### src/rtl/tmds_channel_encoder_if.sv
// Pixel-side bus of one TMDS lane: symbol request in (ce/mode/d/c) and encoded
// symbol plus status out, with modports for the timing generator and the encoder.
interface tmds_channel_encoder_if;
  logic       ce;
  logic [1:0] mode;
  logic [7:0] d;
  logic [1:0] c;
  logic [9:0] tmds;
  logic       tmds_valid;
  logic [4:0] disparity;

  modport master (
    output ce, mode, d, c,
    input  tmds, tmds_valid, disparity
  );

  modport slave (
    input  ce, mode, d, c,
    output tmds, tmds_valid, disparity
  );
endinterface

### src/rtl/tmds_channel_encoder.sv
// One TMDS channel encoder: 8b video / 2b control / guard band -> 10b symbol,
// three pipeline stages (decision, transition minimisation, DC balance).
module tmds_channel_encoder #(
  parameter int unsigned CHANNEL = 0
) (
  input logic                    clk,
  input logic                    rst_n,
  tmds_channel_encoder_if.slave  bus
);

  typedef enum logic [1:0] {
    MODE_CTRL     = 2'b00,
    MODE_VIDEO    = 2'b01,
    MODE_GUARD    = 2'b10,
    MODE_CTRL_ALT = 2'b11
  } mode_e;

  localparam logic [9:0] CTRL_00    = 10'b1101010100;
  localparam logic [9:0] CTRL_01    = 10'b0010101011;
  localparam logic [9:0] CTRL_10    = 10'b0101010100;
  localparam logic [9:0] CTRL_11    = 10'b1010101011;
  localparam logic [9:0] GUARD_CODE = (CHANNEL == 1) ? 10'b0100110011 : 10'b1011001100;

  function automatic logic [3:0] ones8(input logic [7:0] v);
    logic [3:0] n;
    n = 4'd0;
    for (int i = 0; i < 8; i++) begin
      n = n + {3'b000, v[i]};
    end
    return n;
  endfunction

  function automatic logic [8:0] minimise(input logic [7:0] v, input logic inv);
    logic [8:0] q;
    q    = 9'd0;
    q[0] = v[0];
    for (int i = 1; i < 8; i++) begin
      q[i] = inv ? ~(q[i-1] ^ v[i]) : (q[i-1] ^ v[i]);
    end
    q[8] = ~inv;
    return q;
  endfunction

  // Stage 1: captured inputs and XOR/XNOR decision
  logic [7:0] d1_q, d1_d;
  logic [1:0] c1_q, c1_d;
  mode_e      mode1_q, mode1_d;
  logic       invert1_q, invert1_d;

  // Stage 2: transition-minimised word
  logic [8:0] qm2_q, qm2_d;
  logic [1:0] c2_q, c2_d;
  mode_e      mode2_q, mode2_d;

  // Stage 3: output symbol, running disparity, pipeline fill count
  logic [9:0]        tmds_q, tmds_d;
  logic signed [4:0] cnt_q, cnt_d;
  logic [1:0]        fill_q, fill_d;

  logic [3:0]        n1_in;
  logic [3:0]        n1_qm, n0_qm;
  logic signed [4:0] bal;

  always_comb begin
    n1_in     = ones8(bus.d);
    invert1_d = (n1_in > 4'd4) || ((n1_in == 4'd4) && !bus.d[0]);
    d1_d      = bus.d;
    c1_d      = bus.c;
    mode1_d   = mode_e'(bus.mode);
  end

  always_comb begin
    qm2_d   = minimise(d1_q, invert1_q);
    c2_d    = c1_q;
    mode2_d = mode1_q;
  end

  // NOTE: every always_comb output gets a default first, so no path can leave one unassigned and infer a latch.
  always_comb begin
    tmds_d = tmds_q;
    cnt_d  = cnt_q;
    n1_qm  = ones8(qm2_q[7:0]);
    n0_qm  = 4'd8 - n1_qm;
    bal    = $signed({1'b0, n1_qm}) - $signed({1'b0, n0_qm});

    unique case (mode2_q)
      MODE_VIDEO: begin
        if ((cnt_q == 5'sd0) || (n1_qm == n0_qm)) begin
          tmds_d = {~qm2_q[8], qm2_q[8], qm2_q[8] ? qm2_q[7:0] : ~qm2_q[7:0]};
          cnt_d  = qm2_q[8] ? (cnt_q + bal) : (cnt_q - bal);
        end else if ((!cnt_q[4] && (n1_qm > n0_qm)) || (cnt_q[4] && (n0_qm > n1_qm))) begin
          // Disparity already leans the same way as this word: send it inverted.
          tmds_d = {1'b1, qm2_q[8], ~qm2_q[7:0]};
          cnt_d  = cnt_q + (qm2_q[8] ? 5'sd2 : 5'sd0) - bal;
        end else begin
          tmds_d = {1'b0, qm2_q[8], qm2_q[7:0]};
          cnt_d  = cnt_q + bal - (qm2_q[8] ? 5'sd0 : 5'sd2);
        end
      end
      MODE_GUARD: begin
        tmds_d = GUARD_CODE;
        cnt_d  = 5'sd0;
      end
      default: begin
        unique case (c2_q)
          2'b00: tmds_d = CTRL_00;
          2'b01: tmds_d = CTRL_01;
          2'b10: tmds_d = CTRL_10;
          2'b11: tmds_d = CTRL_11;
        endcase
        cnt_d = 5'sd0;
      end
    endcase

    fill_d = (fill_q == 2'd3) ? fill_q : (fill_q + 2'd1);
  end

  // NOTE: sequential state uses non-blocking assignments so every stage samples the previous stage's old value.
  always_ff @(posedge clk or negedge rst_n) begin
    if (!rst_n) begin
      d1_q      <= 8'd0;
      c1_q      <= 2'd0;
      mode1_q   <= MODE_CTRL;
      invert1_q <= 1'b0;
      qm2_q     <= 9'd0;
      c2_q      <= 2'd0;
      mode2_q   <= MODE_CTRL;
      tmds_q    <= CTRL_00;
      cnt_q     <= 5'sd0;
      fill_q    <= 2'd0;
    end else if (bus.ce) begin
      d1_q      <= d1_d;
      c1_q      <= c1_d;
      mode1_q   <= mode1_d;
      invert1_q <= invert1_d;
      qm2_q     <= qm2_d;
      c2_q      <= c2_d;
      mode2_q   <= mode2_d;
      tmds_q    <= tmds_d;
      cnt_q     <= cnt_d;
      fill_q    <= fill_d;
    end
  end

  assign bus.tmds       = tmds_q;
  assign bus.tmds_valid = (fill_q == 2'd3);
  assign bus.disparity  = cnt_q;

endmodule

### src/flat_wrapper.sv
// flat-port wrapper written by rule: the top's interface ports become plain ports
module tmds_channel_encoder_flat 
#(
  parameter int unsigned CHANNEL = 0
)
  (clk, rst_n, bus_ce, bus_mode, bus_d, bus_c, bus_tmds, bus_tmds_valid, bus_disparity);
  tmds_channel_encoder_if bus_i ();
  input logic clk;
  input logic rst_n;
  input wire logic [$bits(bus_i.ce)-1:0] bus_ce;
  input wire logic [$bits(bus_i.mode)-1:0] bus_mode;
  input wire logic [$bits(bus_i.d)-1:0] bus_d;
  input wire logic [$bits(bus_i.c)-1:0] bus_c;
  output wire logic [$bits(bus_i.tmds)-1:0] bus_tmds;
  output wire logic [$bits(bus_i.tmds_valid)-1:0] bus_tmds_valid;
  output wire logic [$bits(bus_i.disparity)-1:0] bus_disparity;
  assign bus_i.ce = bus_ce;
  assign bus_i.mode = bus_mode;
  assign bus_i.d = bus_d;
  assign bus_i.c = bus_c;
  assign bus_tmds = bus_i.tmds;
  assign bus_tmds_valid = bus_i.tmds_valid;
  assign bus_disparity = bus_i.disparity;
  tmds_channel_encoder #(.CHANNEL(CHANNEL)) u_core (.clk(clk), .rst_n(rst_n), .bus(bus_i));
endmodule
### config.mk
export PLATFORM = sky130hd
export DESIGN_NAME = tmds_channel_encoder_flat
export DESIGN_NICKNAME = d
export VERILOG_FILES = /design/src/rtl/tmds_channel_encoder_if.sv /design/src/rtl/tmds_channel_encoder.sv /design/src/flat_wrapper.sv
export SDC_FILE = /design/constraint.sdc
export NUM_CORES = 1
export LEC_CHECK = 0
export ABC_AREA = 1
export CORE_MARGIN = 5
export CORE_UTILIZATION = 52
export DETAILED_ROUTE_END_ITERATION = 7
export PLACE_DENSITY = 0.8
export REMOVE_ABC_BUFFERS = 1
export SLEW_MARGIN = 20
export SYNTH_ARGS = -nofsm -noshare
export SYNTH_HDL_FRONTEND = slang
export SYNTH_SLANG_ARGS = --single-unit
export TNS_END_PERCENT = 30
### constraint.sdc
create_clock -name clk -period 4.3 [get_ports clk]
set_input_delay 0.86 -clock clk [delete_from_list [all_inputs] [get_ports clk]]
set_output_delay 0.86 -clock clk [all_outputs]
set_load 0.02 [all_outputs]
After elaboration in Yosys (flattened, before gate mapping)
Cells that the tools add are included.
{"block": "totals", "regBits": 43, "latchBits": 0, "ram_bits": 0, "rom_bits": 0, "output_inout_bits": 16, "wordCells": 90, "n_memories": 0}
{"block": "op_classes", "addsub": 22, "n_mul": 0, "div_mod_pow": 0, "n_lt_le_gt_ge": 3, "eq_ne": 8, "n_shift": 0, "n_mux": 18, "bitwise_logic": 18, "reduce_logical": 11}
{"cell": "4-bit by 1-bit adder with 4-bit output", "count": 12}
{"cell": "10-bit one-hot mux with 4 select lines", "count": 1}
{"cell": "10-bit two-way mux", "count": 2}
{"cell": "5-bit two-way mux", "count": 4}
{"cell": "10-bit one-hot mux with 2 select lines", "count": 1}
{"cell": "5-bit subtractor", "count": 3}
{"cell": "5-bit adder", "count": 2}
{"cell": "1-bit inverter", "count": 10}
{"cell": "2-bit == test, second input constant", "count": 4}
{"cell": "4-bit greater-than comparator", "count": 2}
{"cell": "8-bit two-way mux", "count": 1}
{"cell": "8-bit inverter", "count": 1}
{"cell": "1-bit two-way mux", "count": 7}
{"cell": "1-bit XOR", "count": 7}
{"cell": "5-bit logical NOT", "count": 1}
{"cell": "4-bit by 4-bit subtractor with 5-bit output", "count": 1}
{"cell": "1-bit by 1-bit adder with 2-bit output", "count": 2}
{"cell": "2-bit by 1-bit == test with 1-bit output, second input constant", "count": 2}
{"cell": "4-bit by 3-bit == test with 1-bit output, second input constant", "count": 1}
{"cell": "4-bit == test", "count": 1}
{"cell": "4-bit by 3-bit greater-than comparator with 1-bit output, second input constant", "count": 1}
{"cell": "2-bit two-way mux", "count": 2}
{"cell": "4-bit subtractor, first input constant", "count": 1}
{"cell": "1-bit logical AND", "count": 3}
{"cell": "5 further kinds", "count": 8}

Depth between registers and ports, before layout
Gate-level depths: netlist (run 1).
{"block": "logic_depth", "depth_word": 21, "ltp_mapped": 22, "mapped_depth_nobuf": 22}

Least setup slack after synthesis (run 1)
No wires, ideal clock.
{"block": "synth_timing", "kind": "reg2reg", "from": "register u_core.qm2_q[1]", "to": "register u_core.cnt_q[4], in the netlist u_core.bus.disparity[4]", "setup_time_ps": 117, "t_arrival_ps": 3984, "t_required_ps": 4183, "setup_slack_ps": 199, "stages_incl_launch_ff": 20, "synth_period_minus_slack_ps": 4101, "path_cell_list": "dfrtp_1 > ha_1 > inv_1 > fa_1 > fa_1 > fa_1 > fa_1 > inv_1 > ha_1 > inv_1 > ha_1 > nand2_1 > a21oi_1 > nor2_1 > nand2_1 > nand3_1 > nand2_1 > nand2_1 > nand3_1 > nand2_1"}
{"block": "synth_between", "elab_chain_cells": 14, "word_cells_on_any_way": 24, "classes_between": "add/sub: 13; order compare: 2; eq/ne: 1; mux: 4; reduce/logical: 4"}
{"item": "start, declared", "line_no": "tmds_channel_encoder.sv:51", "rtl": "logic [8:0] qm2_q, qm2_d;"}
{"item": "start signal, assigned", "line_no": "tmds_channel_encoder.sv:136", "rtl": "qm2_q <= qm2_d;"}
{"item": "1-bit by 1-bit adder with 2-bit output (*)", "line_no": "tmds_channel_encoder.sv:28", "rtl": "n = n + {3'b000, v[i]};"}
{"item": "4-bit by 1-bit adder with 4-bit output (*) (6 in a row)", "line_no": "tmds_channel_encoder.sv:28"}
{"item": "4-bit subtractor", "line_no": "tmds_channel_encoder.sv:83", "rtl": "n0_qm = 4'd8 - n1_qm;"}
{"item": "4-bit by 4-bit subtractor with 5-bit output / 4-bit greater-than comparator (equally long branches)", "line_no": "tmds_channel_encoder.sv:84, tmds_channel_encoder.sv:91"}
{"item": "5-bit adder / 1-bit logical AND (equally long branches)", "line_no": "tmds_channel_encoder.sv:90, tmds_channel_encoder.sv:97, tmds_channel_encoder.sv:91"}
{"item": "5-bit subtractor / 1-bit logical OR (equally long branches)", "line_no": "tmds_channel_encoder.sv:97, tmds_channel_encoder.sv:91"}
{"item": "5-bit two-way mux", "line_no": "tmds_channel_encoder.sv:91", "rtl": "end else if ((!cnt_q[4] && (n1_qm > n0_qm)) || (cnt_q[4] && (n0_qm > n1_qm))) begin"}
{"item": "5-bit two-way mux (*)", "line_no": "tmds_channel_encoder.sv:88", "rtl": "if ((cnt_q == 5'sd0) || (n1_qm == n0_qm)) begin"}
{"item": "5-bit two-way mux (*)", "line_no": "tmds_channel_encoder.sv:86", "rtl": "unique case (mode2_q)"}
{"item": "end signal, assigned", "line_no": "tmds_channel_encoder.sv:140", "rtl": "cnt_q <= cnt_d;"}
{"item": "end, declared", "line_no": "tmds_channel_encoder.sv:57", "rtl": "logic signed [4:0] cnt_q, cnt_d;"}
Every way passes the cells marked *; elsewhere a longest branch is shown, timed or not.
A chain may end at the register's enable or synchronous reset.

Worst setup path after layout (run 1)
Ends and elaborated chain as after synthesis.

==> impl_metrics.sql, run 1 <==
INSERT INTO impl_metrics (metric_group, metric, value, unit) VALUES
('detailed_routing', 'drt_pre_antenna_iters', '4', ''),
('detailed_routing', 'detail_route.drc_violations', '0', ''),
('sta', 'slew_headroom', '0.364', ''),
('outcome', 'outcome', 'finished, final reports clean', ''),
('worst_setup_path', 'critical_path.endpoint_type', 'flip-flop', ''),
('synth', 'ys_types', '33', ''),
('worst_setup_path', 'crit_fanout', '4', ''),
('worst_setup_path', 'critical_path.startpoint_type', 'flip-flop', ''),
('sta', 'setup-violations-final', '0', ''),
('cts', 'cts_hold_buf', '0', ''),
('synth', 'synthArstFlopShare', '1.00', ''),
('flow_run', 'cap_viol_max_count', '0', ''),
('floorplanning', 'floorplan.io_pins', '31', ''),
('cells_and_area', 'drive_above_1_share', '0.127', ''),
('grt', 'grt_pass1_vias', '2623', ''),
('cts', 'tritoncts_clock_tree', 'yes', ''),
('cts', 'clk_transition_reported_paths', '0.08', 'ns'),
('place', 'place.detailed.hpwl', '4930', 'um'),
('sta', 'fin_skew', '0.00515', 'ns'),
('cells_and_area', 'design.final.nets', '476', ''),
('grt', 'largest_net_degree_at_the_start_of_global_routing', '56', ''),
('cells_and_area', 'commonest_cells_after_routing_fill_and_taps_aside', 'sky130_fd_sc_hd__nand2_1 (90), sky130_fd_sc_hd__inv_1 (56), sky130_fd_sc_hd__nand3_1 (41)', ''),
('detailed_routing', 'routed_via_density', '5.16', ''),
('detailed_routing', 'drtAntennaViolNets', '0', ''),
('grt', 'antenna_found_initial', '0', ''),
('cts', 'cts_inserted_buffers', '5', ''),
('floorplanning', 'fp.dieH', '87.2', 'um'),
('detailed_routing', 'drt_iter0_drcs', '175', ''),
('place', 'gp_routability_congestion', '0.863', ''),
('place', 'post_placement_cell_count', '488', ''),
('sta', 'maxClockFrequency', '239', 'MHz'),
('synth', 'cell_type_with_the_largest_total_area_after_synthesis', 'sky130_fd_sc_hd__dfrtp_1', ''),
('cts', 'cts_root_buf', 'sky130_fd_sc_hd__clkbuf_8', ''),
('sta', 'grt_setup_unrepaired', 'true', ''),
('sta', 'timing.final.crit_share', '0.972', ''),
('sta', 'timing.final.max_slew_violations', '0', ''),
('synth', 'syn_area_per_cell', '7.95', 'um2'),
('synth', 'postSynthCellCount', '390', ''),
('synth', 'synth-main-ff-cell', 'sky130_fd_sc_hd__dfrtp_1', ''),
('grt', 'grt_pass1_wl', '11500', 'um'),
('floorplanning', 'coreArea', '5850', 'um2'),
('synth', 'netlist_area', '3100', 'um2'),
('detailed_routing', 'via_count', '2582', ''),
('synth', 'synth.top_cell.area_share', '0.307', ''),
('cts', 'htreeDepth', '2', ''),
('cells_and_area', 'antenna_cells_inserted', '0', ''),
('sta', 'post-route-min-period', '4.18', 'ns'),
('grt', 'grt.overflow.total', '0', ''),
('synth', 'synth_top_cells_by_area', 'sky130_fd_sc_hd__dfrtp_1 (31%), sky130_fd_sc_hd__nand2_1 (11%), sky130_fd_sc_hd__ha_1 (9.7%)', ''),
('sta', 'tightest_slew', '0.953', 'ns'),
('cells_and_area', 'layout.core_utilization', '0.625', ''),
('synth', 'number_of_enable_flip_flop_cells_after_synthesis', '0', ''),
('sta', 'report.final.hold_viol_count', '0', ''),
('cts', 'clk_latency', '0.28', 'ns'),
('worst_setup_path', 'timing.critical_path.arrival', '4.36', 'ns'),
('cells_and_area', 'layout.cells.non_filler', '500', ''),
('detailed_routing', 'postRouteWirelength', '6660', 'um'),
('floorplanning', 'die_w', '87.2', 'um'),
('floorplanning', 'die_area', '7610', 'um2'),
('sta', 'tns', '0', 'ns'),
('synth', 'yosys_register_bits', '43', ''),
('synth', 'synth-seq-area-share', '0.349', ''),
('worst_setup_path', 'worst-setup-path-type', 'reg2reg', ''),
('detailed_routing', 'route.detailed.wl_per_inst', '13.3', 'um'),
('cts', 'cts.sinks', '43', ''),
('synth', 'synth_warnings', '0', ''),
('cells_and_area', 'area.growth.synth_to_final', '17.8', '%'),
('floorplanning', 'num_rows', '28', ''),
('grt', 'groute.usage.overall', '0.187', ''),
('place', 'port_buffers', '30', ''),
('cells_and_area', 'layout_commonest_cell', 'sky130_fd_sc_hd__nand2_1', ''),
('worst_setup_path', 'required', '4.48', 'ns'),
('cts', 'cts_max_path_buffers', '2', ''),
('floorplanning', 'initial_core_util', '0.530', ''),
('worst_setup_path', 'reg2reg_slack', '0.12', 'ns'),
('hold_path', 'timing.hold.worst.class', 'reg2reg', '');
sequential cells by signal, indices dropped and copies added, names as in the netlist, 2 cells and up:
register	count
u_core.bus.disparity	5
u_core.qm2_q	9
u_core.c1_q	2
u_core.mode1_q	2
u_core.c2_q	2
u_core.bus.tmds	10
u_core.mode2_q	2
u_core.fill_q	2
u_core.d1_q	8
metal layers:
metal,vias to the layer above,share of wire,GRT usage
met2,56,0.52,0.335
met4,0,0.011,0.0446
met3,8,0.040,0.0331
li1,1304,-,-
met1,1214,0.43,0.235
met5,-,0,0
layout make-up:
class	count	area, um2
repair buffers	37	343
inverters	65	246
fillers	486	2200
flip-flops and latches	43	1080
clock buffers	6	72.6
well taps	75	93.8
clock inverters	1	30.0
multi-input cells	273	1790
critical path: stages (launching register included):
cell and delay, ns:
sky130_fd_sc_hd__dfrtp_1 0.42, sky130_fd_sc_hd__ha_1 0.31, sky130_fd_sc_hd__inv_2 0.04, sky130_fd_sc_hd__fa_1 0.51
sky130_fd_sc_hd__fa_1 0.44, sky130_fd_sc_hd__fa_2 0.39, sky130_fd_sc_hd__fa_2 0.61, sky130_fd_sc_hd__ha_4 0.16
sky130_fd_sc_hd__inv_2 0.04, sky130_fd_sc_hd__fa_1 0.52, sky130_fd_sc_hd__a21oi_2 0.17, sky130_fd_sc_hd__nor2_1 0.07
sky130_fd_sc_hd__nand2_1 0.06, sky130_fd_sc_hd__nand3_1 0.08, sky130_fd_sc_hd__nand2_1 0.08, sky130_fd_sc_hd__nand2_1 0.05
sky130_fd_sc_hd__nand3_1 0.06, sky130_fd_sc_hd__nand2_1 0.06
per-stage QoR:
stage               cell area (um2)  setup WS [ns]  hold slack (ns)
floorplan                      3060          0.199            0.442
global placement               3460          0.103            0.458
detailed placement             3460        -0.0721            0.459
CTS                            3580        0.00405            0.480
global route                   3650        -0.0427            0.494
finish                         3650          0.119            0.478
path summary, 6_finish.rpt:
kind	start	endpoint	depth (start not counted)
max	u_core.qm2_q[1]	u_core.bus.disparity[4]	17
min	u_core.c1_q[1]	u_core.c1_q[1]	2
max reg2reg	u_core.qm2_q[1]	u_core.bus.disparity[4]	17
min reg2reg	u_core.c1_q[1]	u_core.c1_q[1]	2
max in group asynchronous	rst_n	u_core.d1_q[7]	1
min in group asynchronous	rst_n	u_core.mode1_q[0]	1
kinds of logic (layout without fill, tap and decap cells):
kind of cell | after synthesis | in the layout | share of synthesized area
xor gates and xnor gates | 11 | 11 | 0.0311
DFF | 43 | 43 | 0.349
AOI/OAI and AO/OA | 48 | 48 | 0.0835
and+or+nand+nor | 177 | 177 | 0.268
adders and majority gates | 36 | 36 | 0.174
buffers and inverters | 74 | 109 | 0.0908
muxes | 1 | 1 | 0.00363
Yosys cell counts (all sizes together), types with 2 or more instances:
library cell	n
fa	12
nor2	22
nand2	104
buf	6
xnor2	6
a21oi	13
dfstp	5
ha	24
o211ai	2
or2	2
xor2	5
dfrtp	38
o21ai	28
clkbuf	3
inv	65
nand4	2
nand3	45
what timing repair did:
action                     in CTS  in global routing
gates resized for setup         3                 11
hold endpoints to repair        0                  0
setup endpoints to repair       1                  3
setup buffers                   1                  4
pin swaps                       1                 14
Power of run 1 is not shown: default switching activity piles up to over one toggle a cycle in this logic, so the estimate is an artifact.
==> inputs of run 2 (changes only) <==
--- a/config.mk
+++ b/config.mk
@@ -7,9 +7,9 @@
 export LEC_CHECK = 0
 export ABC_AREA = 1
 export CORE_MARGIN = 5
-export CORE_UTILIZATION = 52
+export CORE_UTILIZATION = 58
 export DETAILED_ROUTE_END_ITERATION = 7
-export PLACE_DENSITY = 0.8
+export PLACE_DENSITY = 0.84
 export REMOVE_ABC_BUFFERS = 1
 export SLEW_MARGIN = 20
 export SYNTH_ARGS = -nofsm -noshare
==> constraint.sdc (replaced) <==
create_clock -name clk -period 4.7 [get_ports clk]
set_input_delay 0.94 -clock clk [delete_from_list [all_inputs] [get_ports clk]]
set_output_delay 0.94 -clock clk [all_outputs]
set_load 0.01 [all_outputs]
==> run 2 against run 1 <==
Against the previous run:
- hold slack about the same
- sequential share of layout area increased by 1.0 points
- the run now ends with design-rule violations left
- final cell count decreased by 2.0%
- utilization increased by 6.3 points
- first-iteration DRC count increased by 12%
- sequential cell count unchanged
- worst setup slack improved by 0.21 ns
- clock skew increased by 0.0075 ns
==> impl_metrics.sql, run 2 (synthesis gave the netlist of run 1 again) <==
INSERT INTO impl_metrics (metric_group, metric, value, unit) VALUES
('place', 'place.detailed.hpwl', '4940', 'um'),
('floorplanning', 'num_rows', '26', ''),
('cts', 'clk_latency', '0.30', 'ns'),
('worst_setup_path', 'critical_path.endpoint_type', 'flip-flop', ''),
('sta', 'post-route-min-period', '4.37', 'ns'),
('cts', 'clk_transition_reported_paths', '0.09', 'ns'),
('detailed_routing', 'met3RoutedLength', '339', 'um'),
('cts', 'cts_root_buf', 'sky130_fd_sc_hd__clkbuf_8', ''),
('cells_and_area', 'commonest_cells_after_routing_fill_and_taps_aside', 'sky130_fd_sc_hd__nand2_1 (91), sky130_fd_sc_hd__inv_1 (60), sky130_fd_sc_hd__nand3_1 (41)', ''),
('detailed_routing', 'via_count', '2576', ''),
('sta', 'timing.final.crit_share', '0.930', ''),
('worst_setup_path', 'cp-startpoint', 'u_core.qm2_q[0]', ''),
('worst_setup_path', 'critical_path.startpoint_type', 'flip-flop', ''),
('cts', 'cts_inserted_buffers', '5', ''),
('sta', 'report.final.hold_viol_count', '0', ''),
('sta', 'tns', '0', 'ns'),
('worst_setup_path', 'timing.critical_path.arrival', '4.57', 'ns'),
('sta', 'maxClockFrequency', '229', 'MHz'),
('hold_path', 'timing.hold.worst.class', 'reg2reg', ''),
('sta', 'setup-violations-final', '0', ''),
('cells_and_area', 'design.final.nets', '470', ''),
('outcome', 'outcome', 'finished with violations', ''),
('sta', 'slew_headroom', '0.377', ''),
('flow_run', 'cap_viol_max_count', '0', ''),
('floorplanning', 'floorplan.io_pins', '31', ''),
('detailed_routing', 'drt_iter0_drcs', '196', ''),
('grt', 'grt.overflow.total', '0', ''),
('worst_setup_path', 'worst-setup-path-type', 'reg2reg', ''),
('detailed_routing', 'postRouteWirelength', '6560', 'um'),
('cells_and_area', 'ff_latch_area', '1080', 'um2'),
('detailed_routing', 'highest_layer', 'met4', ''),
('floorplanning', 'coreArea', '5140', 'um2'),
('grt', 'largest_net_degree_at_the_start_of_global_routing', '56', ''),
('worst_setup_path', 'required', '4.90', 'ns'),
('cells_and_area', 'area.growth.synth_to_final', '14.0', '%'),
('cts', 'cts_post_setup_buffers_inserted', '0', ''),
('cells_and_area', 'antenna_cells_inserted', '0', ''),
('cts', 'cts.sinks', '43', ''),
('sta', 'timing.final.max_slew_violations', '0', ''),
('cts', 'htreeDepth', '2', ''),
('worst_setup_path', 'crit_fanout', '4', ''),
('hold_path', 'hold_start', 'u_core.mode1_q[1]', ''),
('cells_and_area', 'layout_commonest_cell', 'sky130_fd_sc_hd__nand2_1', ''),
('cells_and_area', 'fill_cells', '450', ''),
('detailed_routing', 'routed_via_density', '5.26', ''),
('place', 'gp_routability_congestion', '0.942', ''),
('cts', 'cts_max_path_buffers', '2', ''),
('cells_and_area', 'multi_input_area', '1740', 'um2'),
('detailed_routing', 'met1_length', '2740', 'um'),
('cts', 'cts_hold_buf', '0', ''),
('floorplanning', 'die_area', '6910', 'um2'),
('floorplanning', 'initial_core_util', '0.603', ''),
('cells_and_area', 'largest_reg_flops', '10', ''),
('cts', 'cts_resized', '0', ''),
('cells_and_area', 'drive_above_1_share', '0.0905', ''),
('detailed_routing', 'drt_pre_antenna_iters', '7', ''),
('grt', 'antenna_found_initial', '0', ''),
('place', 'port_buffers', '30', ''),
('detailed_routing', 'drtAntennaViolNets', '0', ''),
('floorplanning', 'fp.dieH', '83.1', 'um'),
('grt', 'grt_pass1_wl', '11800', 'um'),
('floorplanning', 'die_w', '83.1', 'um'),
('sta', 'grt_setup_unrepaired', 'false', ''),
('sta', 'fin_skew', '0.0126', 'ns'),
('grt', 'groute.usage.overall', '0.204', ''),
('worst_setup_path', 'crit-reg2reg-launch', 'u_core.qm2_q[0]', ''),
('detailed_routing', 'routed_wl_met2', '3350', 'um'),
('grt', 'grt_pass1_vias', '2615', ''),
('cts', 'tritoncts_clock_tree', 'yes', ''),
('detailed_routing', 'detail_route.drc_violations', '1', ''),
('detailed_routing', 'route.detailed.wl_per_inst', '13.4', 'um'),
('outcome', 'violations_in_the_final_reports', 'design-rule violations', ''),
('sta', 'tightest_slew', '0.935', 'ns');
## run 2: worst paths after layout
path,end,slack (ns),depth (start not counted)
max,u_core.bus.disparity[4],0.33,19
min,u_core.mode1_q[1],0.48,2
max reg2reg,u_core.bus.disparity[4],0.33,19
min reg2reg,u_core.mode1_q[1],0.48,2
max in group asynchronous,u_core.qm2_q[1],3.34,1
min in group asynchronous,u_core.bus.disparity[3],0.78,1
## run 2: per-stage QoR
step / setup WS, ns / area [um2] / utilization / hold slack, ns / instances
2_1_floorplan: 0.599 / 3060 / - / 0.442 / 381
3_3_place_gp: 0.470 / 3450 / 0.671 / 0.457 / 482
3_5_place_dp: 0.345 / 3450 / 0.671 / 0.463 / 482
4_1_cts: 0.353 / 3530 / 0.688 / 0.484 / 490
5_1_grt: 0.107 / 3530 / 0.688 / 0.502 / 490
6_report: 0.327 / 3530 / 0.688 / 0.478 / 490
## run 2: final cells by class
| type | count | area share |
|---|---|---|
| clock buffer | 6 | 0.0205 |
| clock inverter | 2 | 0.00354 |
| inverter | 65 | 0.0690 |
| multi-input combinational | 273 | 0.492 |
| sequential | 43 | 0.306 |
| tap | 70 | 0.0248 |
| timing repair buffer | 31 | 0.0842 |
## run 2: worst max-delay path: stages, from the launching register on
cell,delay [ns]
sky130_fd_sc_hd__dfrtp_1,0.41
sky130_fd_sc_hd__ha_1,0.28
sky130_fd_sc_hd__inv_1,0.05
sky130_fd_sc_hd__fa_1,0.50
sky130_fd_sc_hd__fa_1,0.52
sky130_fd_sc_hd__fa_1,0.47
sky130_fd_sc_hd__fa_1,0.61
sky130_fd_sc_hd__inv_1,0.07
sky130_fd_sc_hd__ha_1,0.33
sky130_fd_sc_hd__inv_1,0.11
sky130_fd_sc_hd__ha_1,0.29
sky130_fd_sc_hd__nand2_1,0.05
sky130_fd_sc_hd__a21oi_1,0.16
sky130_fd_sc_hd__nor2_1,0.06
sky130_fd_sc_hd__nand2_1,0.05
sky130_fd_sc_hd__nand3_1,0.08
sky130_fd_sc_hd__nand2_1,0.07
sky130_fd_sc_hd__nand2_1,0.05
sky130_fd_sc_hd__nand3_1,0.07
sky130_fd_sc_hd__nand2_1,0.05
## run 2: layer usage
metal / global-route usage / vias up
li1: - / 1283
met1: 0.246 / 1210
met2: 0.362 / 68
met3: 0.0426 / 15
met4: 0.0654 / 0
met5: 0 / -
Power of run 2 is left out for the same reason.
==> inputs of run 3 (changes only) <==
--- a/config.mk
+++ b/config.mk
@@ -8,6 +8,7 @@
 export ABC_AREA = 1
 export CORE_MARGIN = 5
 export CORE_UTILIZATION = 58
+export CTS_CLUSTER_SIZE = 25
 export DETAILED_ROUTE_END_ITERATION = 7
 export PLACE_DENSITY = 0.84
 export REMOVE_ABC_BUFFERS = 1
==> results of run 3 <==
The final DEF is identical to that of run 2; final timing and power are the same.
Power of run 3 is left out for the same reason.
